<file path="src/rtl/rf_pkg.sv">
// Shared register-file constants, writeback source codes and the
// writeback arbiter state encoding.
package rf_pkg;

  localparam int REG_ADDR_W = 5;
  localparam int REG_DATA_W = 32;

  localparam logic WB_SRC_ALU = 1'b0;
  localparam logic WB_SRC_MEM = 1'b1;

  typedef enum logic {
    PRI_MEM = 1'b0,
    PRI_ALU = 1'b1
  } arb_state_e;

endpackage

</file>
<file path="src/rtl/rf_wb_starve_ctr.sv">
// Saturating count of consecutive cycles the ALU request was denied; hit
// flags that the count about to be stored reaches STARVE_LIMIT.
module rf_wb_starve_ctr
  import rf_pkg::*;
#(
  parameter int STARVE_LIMIT = 4
) (
  input  logic clk,
  input  logic reset,
  input  logic inc,
  input  logic clr,
  output logic hit
);

  localparam int CNT_W = $clog2(STARVE_LIMIT + 1);
  localparam logic [CNT_W-1:0] LIMIT = CNT_W'(STARVE_LIMIT);

  logic [CNT_W-1:0] cnt;
  logic [CNT_W-1:0] cnt_nxt;

  // NOTE: every always_comb output gets a default first so no path leaves it unassigned (no latch).
  always_comb begin
    cnt_nxt = cnt;
    if (clr) begin
      cnt_nxt = '0;
    end else if (inc && (cnt != LIMIT)) begin
      cnt_nxt = cnt + 1'b1;
    end
  end

  // NOTE: state registers use non-blocking assignments so every flop samples pre-edge values.
  always_ff @(posedge clk) begin
    if (!reset) begin
      cnt <= '0;
    end else begin
      cnt <= cnt_nxt;
    end
  end

  assign hit = (cnt_nxt == LIMIT);

endmodule

</file>
<file path="src/rtl/rf_wb_arbiter.sv">
// Arbitrates the register file's single write port between ALU and load
// writeback: memory first, with a starvation-forced ALU grant, registered output.
module rf_wb_arbiter
  import rf_pkg::*;
#(
  parameter int DATA_W       = REG_DATA_W,
  parameter int ADDR_W       = REG_ADDR_W,
  parameter int STARVE_LIMIT = 4
) (
  input  logic              clk,
  input  logic              reset,
  input  logic              alu_valid,
  input  logic [ADDR_W-1:0] alu_rd,
  input  logic [DATA_W-1:0] alu_data,
  output logic              alu_ready,
  input  logic              mem_valid,
  input  logic [ADDR_W-1:0] mem_rd,
  input  logic [DATA_W-1:0] mem_data,
  output logic              mem_ready,
  output logic [ADDR_W-1:0] regd,
  output logic              regWrite,
  output logic [DATA_W-1:0] dataWrite,
  output logic              wb_src,
  output logic              forced
);

  arb_state_e state, state_nxt;

  logic              hit;
  logic              forced_grant;
  logic              wr_en;
  logic [ADDR_W-1:0] wr_rd;
  logic [DATA_W-1:0] wr_data;
  logic              wr_src;

  // PRI_ALU only differs by letting a pending ALU request jump ahead of memory.
  always_comb begin
    alu_ready    = 1'b0;
    mem_ready    = 1'b0;
    forced_grant = 1'b0;
    if (reset) begin
      if ((state == PRI_ALU) && alu_valid) begin
        alu_ready    = 1'b1;
        forced_grant = 1'b1;
      end else if (mem_valid) begin
        mem_ready = 1'b1;
      end else if (alu_valid) begin
        alu_ready = 1'b1;
      end
    end
  end

  always_comb begin
    state_nxt = PRI_MEM;
    if ((state == PRI_MEM) && hit) begin
      state_nxt = PRI_ALU;
    end
  end

  // Register 0 is hardwired: the transfer completes but no write is issued.
  always_comb begin
    wr_en   = 1'b0;
    wr_rd   = mem_rd;
    wr_data = mem_data;
    wr_src  = WB_SRC_MEM;
    if (mem_valid && mem_ready) begin
      wr_en = (mem_rd != '0);
    end else if (alu_valid && alu_ready) begin
      wr_en   = (alu_rd != '0);
      wr_rd   = alu_rd;
      wr_data = alu_data;
      wr_src  = WB_SRC_ALU;
    end
  end

  rf_wb_starve_ctr #(
    .STARVE_LIMIT(STARVE_LIMIT)
  ) u_starve_ctr (
    .clk  (clk),
    .reset(reset),
    .inc  (alu_valid && !alu_ready),
    .clr  (!alu_valid || alu_ready),
    .hit  (hit)
  );

  always_ff @(posedge clk) begin
    if (!reset) begin
      state     <= PRI_MEM;
      regd      <= '0;
      regWrite  <= 1'b0;
      dataWrite <= '0;
      wb_src    <= WB_SRC_ALU;
      forced    <= 1'b0;
    end else begin
      state    <= state_nxt;
      regWrite <= wr_en;
      if (wr_en) begin
        regd      <= wr_rd;
        dataWrite <= wr_data;
        wb_src    <= wr_src;
        forced    <= forced_grant;
      end
    end
  end

endmodule

</file>
<file path="config.mk">
export PLATFORM = sky130hd
export DESIGN_NAME = rf_wb_arbiter
export DESIGN_NICKNAME = d
export VERILOG_FILES = /design/src/rtl/rf_pkg.sv /design/src/rtl/rf_wb_starve_ctr.sv /design/src/rtl/rf_wb_arbiter.sv
export SDC_FILE = /design/constraint.sdc
export NUM_CORES = 1
export LEC_CHECK = 0
export CAP_MARGIN = 20
export CORE_MARGIN = 5
export CORE_UTILIZATION = 35
export CTS_CLUSTER_SIZE = 24
export DETAILED_ROUTE_END_ITERATION = 7
export PLACE_DENSITY = 0.69
export SKIP_LAST_GASP = 1
export SLEW_MARGIN = 20
export SYNTH_ARGS = -nofsm -noshare
export SYNTH_HDL_FRONTEND = slang
export SYNTH_HIERARCHICAL = 1
export SYNTH_SLANG_ARGS = --single-unit
</file>
<file path="constraint.sdc">
create_clock -name clk -period 2.15 [get_ports clk]
set_input_delay 0.215 -clock clk [delete_from_list [all_inputs] [get_ports clk]]
set_output_delay 0.215 -clock clk [all_outputs]
set_load 0.05 [all_outputs]
</file>
---- Yosys cells after proc, flatten, opt, wreduce, memory -nomap -nowiden ----
Cells that the tools add are included.
storage, ports and cells
  input port bits ......................... 78
  bits in registers ....................... 44
  logic and storage cells ................. 41
  output and inout bits ................... 42
cells by class
  eq/ne operators ......................... 2
  bitwise gates (word level) .............. 1
  mux-type cells .......................... 19
  reduce and logical (&&, ||, !) cells .... 11
  $add $sub $neg .......................... 1
operator list
  cell                                          count
  two-way mux 32 bit                            2
  two-way mux 1 bit                             13
  two-way mux 5 bit                             2
  nonzero test 5 bit                            2
  logical AND 1 bit                             6
  two-way mux 3 bit                             2
  adder 3 x 1 -> 3 bit (second input constant)  1
  == test 3 bit (second input constant)         1
  != test 3 bit (second input constant)         1
  zero test 1 bit                               2
  logical OR 1 bit                              1
  inverter 1 bit                                1

---- Logic depth before layout (Yosys ltp) ----
  word-level depth ........................ 12
  mapped depth ............................ 9
  mapped depth without buffers ............ 9

---- Hierarchy ----
Netlist, hierarchy kept.
by module, submodules not included
  module            area each (µm²)  cells each  sequential area each (µm²)  instances
  rf_wb_arbiter     2285.9           277         820.8                       1
  rf_wb_starve_ctr  186.4            20          60.1                        1

---- Worst setup path after synthesis ----
OpenSTA, ideal clock, no wires.
  path kind ............................... input-to-reg
  from .................................... input port reset
  to ...................................... register dataWrite[10]
  required time ........................... 2.028 ns
  arrival time ............................ 1.974 ns
  slack ................................... 0.055 ns
  stages .................................. 7
  library setup time ...................... 0.122 ns
  path through ............................ clkbuf_1 > nand2_1 > a21oi_1 > a2bb2oi_2 > buf_6 > buf_8 > mux2i_1
on the way
  elaborated cells on any way between the ends .. 8
  those cells by class .................... mux: 6; reduce/logical: 2
RTL lines
  element                                                  RTL line             text
  from (decl)                                              rf_wb_arbiter.sv:11  input logic reset,
  two-way mux 1 bit (*)                                    rf_wb_arbiter.sv:41  if (reset) begin
  via mem_ready                                            rf_wb_arbiter.sv:19  output logic mem_ready,
  logical AND 1 bit (*)                                    rf_wb_arbiter.sv:66  if (mem_valid && mem_ready) begin
  two-way mux 32 bit or two-way mux 1 bit (tied branches)  rf_wb_arbiter.sv:66
  to (signal assigned)                                     rf_wb_arbiter.sv:99  dataWrite <= wr_data;
  to (decl)                                                rf_wb_arbiter.sv:22  output logic [DATA_W-1:0] dataWrite,
Mark *: on every way through the listed nets, which the timed path passes. The rest lies on a longest branch.
A chain may end at the register's enable or synchronous reset.

---- Final worst setup path ----
  from .................................... input port alu_rd[2]
  to ...................................... register regd[4]
on the way
  longest elaborated chain between the ends .. 3
ends and longest elaborated chain
  element               RTL line             text
  from (decl)           rf_wb_arbiter.sv:13  input logic [ADDR_W-1:0] alu_rd,
  nonzero test 5 bit    rf_wb_arbiter.sv:69  wr_en = (alu_rd != '0);
  two-way mux 1 bit     rf_wb_arbiter.sv:68  end else if (alu_valid && alu_ready) begin
  two-way mux 1 bit     rf_wb_arbiter.sv:66
  to (signal assigned)  rf_wb_arbiter.sv:98  regd <= wr_rd;
  to (decl)             rf_wb_arbiter.sv:20  output logic [ADDR_W-1:0] regd,
No other way between the ends.

==> qor.yml <==
status: "completed"
viasPerCell: 4.68
postLayoutCellArea_sq_um: 3870
routed_wl_mm: 6.57
n_antenna_cell: 0
synthDistinctLibCells: 26
ys_ff_latch: 44
syn2layout_area_growth_pct: 56.4
fin_crit_sh: 0.846
hold_path.class: "in2reg"
cp.required_ns: 2.37
first_global_vias: 2284
synthArstFlopShare: 0
drive_above_1_share: 0.0691
worst_setup_path_start_kind: "input port"
rsz0062_at_grt: "no"
synth_area_sq_um: 2470
drt_iter0_markers: 42
numCtsBuffers: 5
placed_area_sq_um: 3770
synthCells: 297
dr_total_vias: 2345
track_usage: 0.146
grt-ovfl-total: 0
slew_viol_final: 0
tns_ns: 0
ys_seq_area_frac: 0.356
antenna_found_initial: 0
coreArea_sq_um: 6830
hold_viol: 0
post-synth-top-area-cell: "dfxtp_1"
holdBufCountCts: 0
worstPathArrival_ns: 2.04
clk_pin_slew_ns: 0.08
cts_max_path_buffers: 2
portBuffers: 119
yosysTopAreaCellShare: 0.356
setup.worst_path.end_class: "register"
slew_headroom: 0.635
tightest_slew_ns: 0.548
drt_pass1_iterations: 4
final.min_clock_period_ns: 1.82
crit_type: "in2reg"
power.density_nw_per_um2: 544
yosysWarnings: 6
yosys-top-cells-area: "dfxtp_1, mux2i_1, a21boi_0"
grt_start_max_net_pins: 75
dp_hpwl_mm: 4.94
yosysMostFrequentCell: "dfxtp_1"
ctsResizeCount: 0
syn_area_per_cell_sq_um: 8.32
fin_skew_ns: 0.00411
start_util: 0.362
power.leakage_nw: 1.67
dieArea_sq_um: 8840
cts_tree: "done"
post_drt_wl_per_cell_um: 13.1
clkSinkCount: 44
grt_pass1_wl_mm: 10.5
fmax_mhz: 550
maxCapViolCount: 0
die_x_um: 94.0
insertion_delay_ns: 0.29
cts-root-buf: "clkbuf_8"
ir_drop_mv: 0.199
routabilityCongestion: 0.747
die_h_um: 94.0
rows: 30
nNetsFinal: 484
crit_fanout: 24
ant_nets: 0
ys.flop_type: "dfxtp_1"
synth_edf_count: 0
drc: 0
io_pins: 120
postCtsSetupRepairBufs: 0
yosys-top-cells-count: "dfxtp_1, nand2_1, mux2i_1, a21boi_0, o21ai_0"
syn_nets: 377
htree_levels: 2
setup_viol: 0
## final timing paths
kind,from,endpoint,slack [ns],depth (start not counted)
setup reg to reg,state,state,0.44,9
setup / recovery,alu_rd[2],regd[4],0.33,6
hold reg to reg,dataWrite[0],dataWrite[0],0.46,2
hold / removal,alu_valid,state,0.33,5
## stage by stage
stage          hold WS [ns]  instances  power [W]  setup WS [ns]  utilization
6_report              0.328        501    0.00210          0.331        0.566
5_1_grt               0.349        501    0.00222          0.250        0.566
3_5_place_dp          0.439        493    0.00160         0.0311        0.552
2_1_floorplan         0.386        297    0.00130         0.0546            -
4_1_cts               0.309        501    0.00213          0.327        0.566
3_3_place_gp          0.441        493    0.00159          0.113        0.552
## state kept, by name (all words and copies together), names as in the netlist
register	count
dataWrite	32
regd	5
u_starve_ctr/cnt	3
forced	1
regWrite	1
state	1
wb_src	1
## per-layer routing
metal | wire length (um) | part of all wire | up-vias | track usage
met4 | 30 | 0.0046 | 0 | 0.0313
met5 | 0 | 0 | - | 0
met1 | 2880 | 0.44 | 1033 | 0.170
li1 | - | - | 1243 | -
met2 | 3130 | 0.48 | 67 | 0.248
met3 | 527 | 0.080 | 2 | 0.0633
## logic make-up (layout without fill, tap and decap cells)
kind of cell / after synthesis / in the layout / synth area share
XOR/XNOR: 1 / 1 / 0.00354
AND/OR/NAND/NOR: 96 / 96 / 0.196
buffers and inverters: 34 / 142 / 0.0622
multiplexers: 39 / 39 / 0.158
flip-flops: 44 / 44 / 0.356
adder cells (fa/ha/maj): 2 / 2 / 0.0101
AO/OA/AOI/OAI: 81 / 81 / 0.214
## report_power, final
group / switching [W] / internal [W] / leakage (nW)
Sequential: 0.0000253 / 0.000867 / 0.361
Clock: 0.000267 / 0.000261 / 0.0445
Combinational: 0.000362 / 0.000320 / 1.27
Total: 0.000654 / 0.00145 / 1.67
## worst max-delay path, cell delays in order
cell and delay, ns:
clkdlybuf4s50_1 0.44, or4_4 0.56, nor2_4 0.15, a2bb2oi_4 0.22
buf_12 0.23, mux2i_1 0.22
## placed cells by master (no fill, tap or decap), types with 2 or more instances in the layout
master / synthesis / final
clkdlybuf4s50_1: 0 / 115
dfxtp_1: 44 / 44
nand2_1: 43 / 43
mux2i_1: 39 / 39
a21boi_0: 38 / 38
o21ai_0: 38 / 38
and3_1: 37 / 37
buf_4: 2 / 8
nor2_1: 6 / 6
clkbuf_8: 0 / 6
inv_1: 5 / 5
buf_12: 0 / 4
nand3_1: 2 / 2
buf_2: 0 / 2
nand2b_1: 3 / 2
ha_1: 2 / 2
## cell type report
type	instances	area, sq um
clock inverters	1	7.51
multi-input cells	219	1450
repair buffers	129	1300
fillers	679	2970
well taps	96	120
flip-flops and latches	44	881
clock buffers	7	86.3
inverters	5	18.8
No activity file was read; power rests on OpenSTA's default activity.
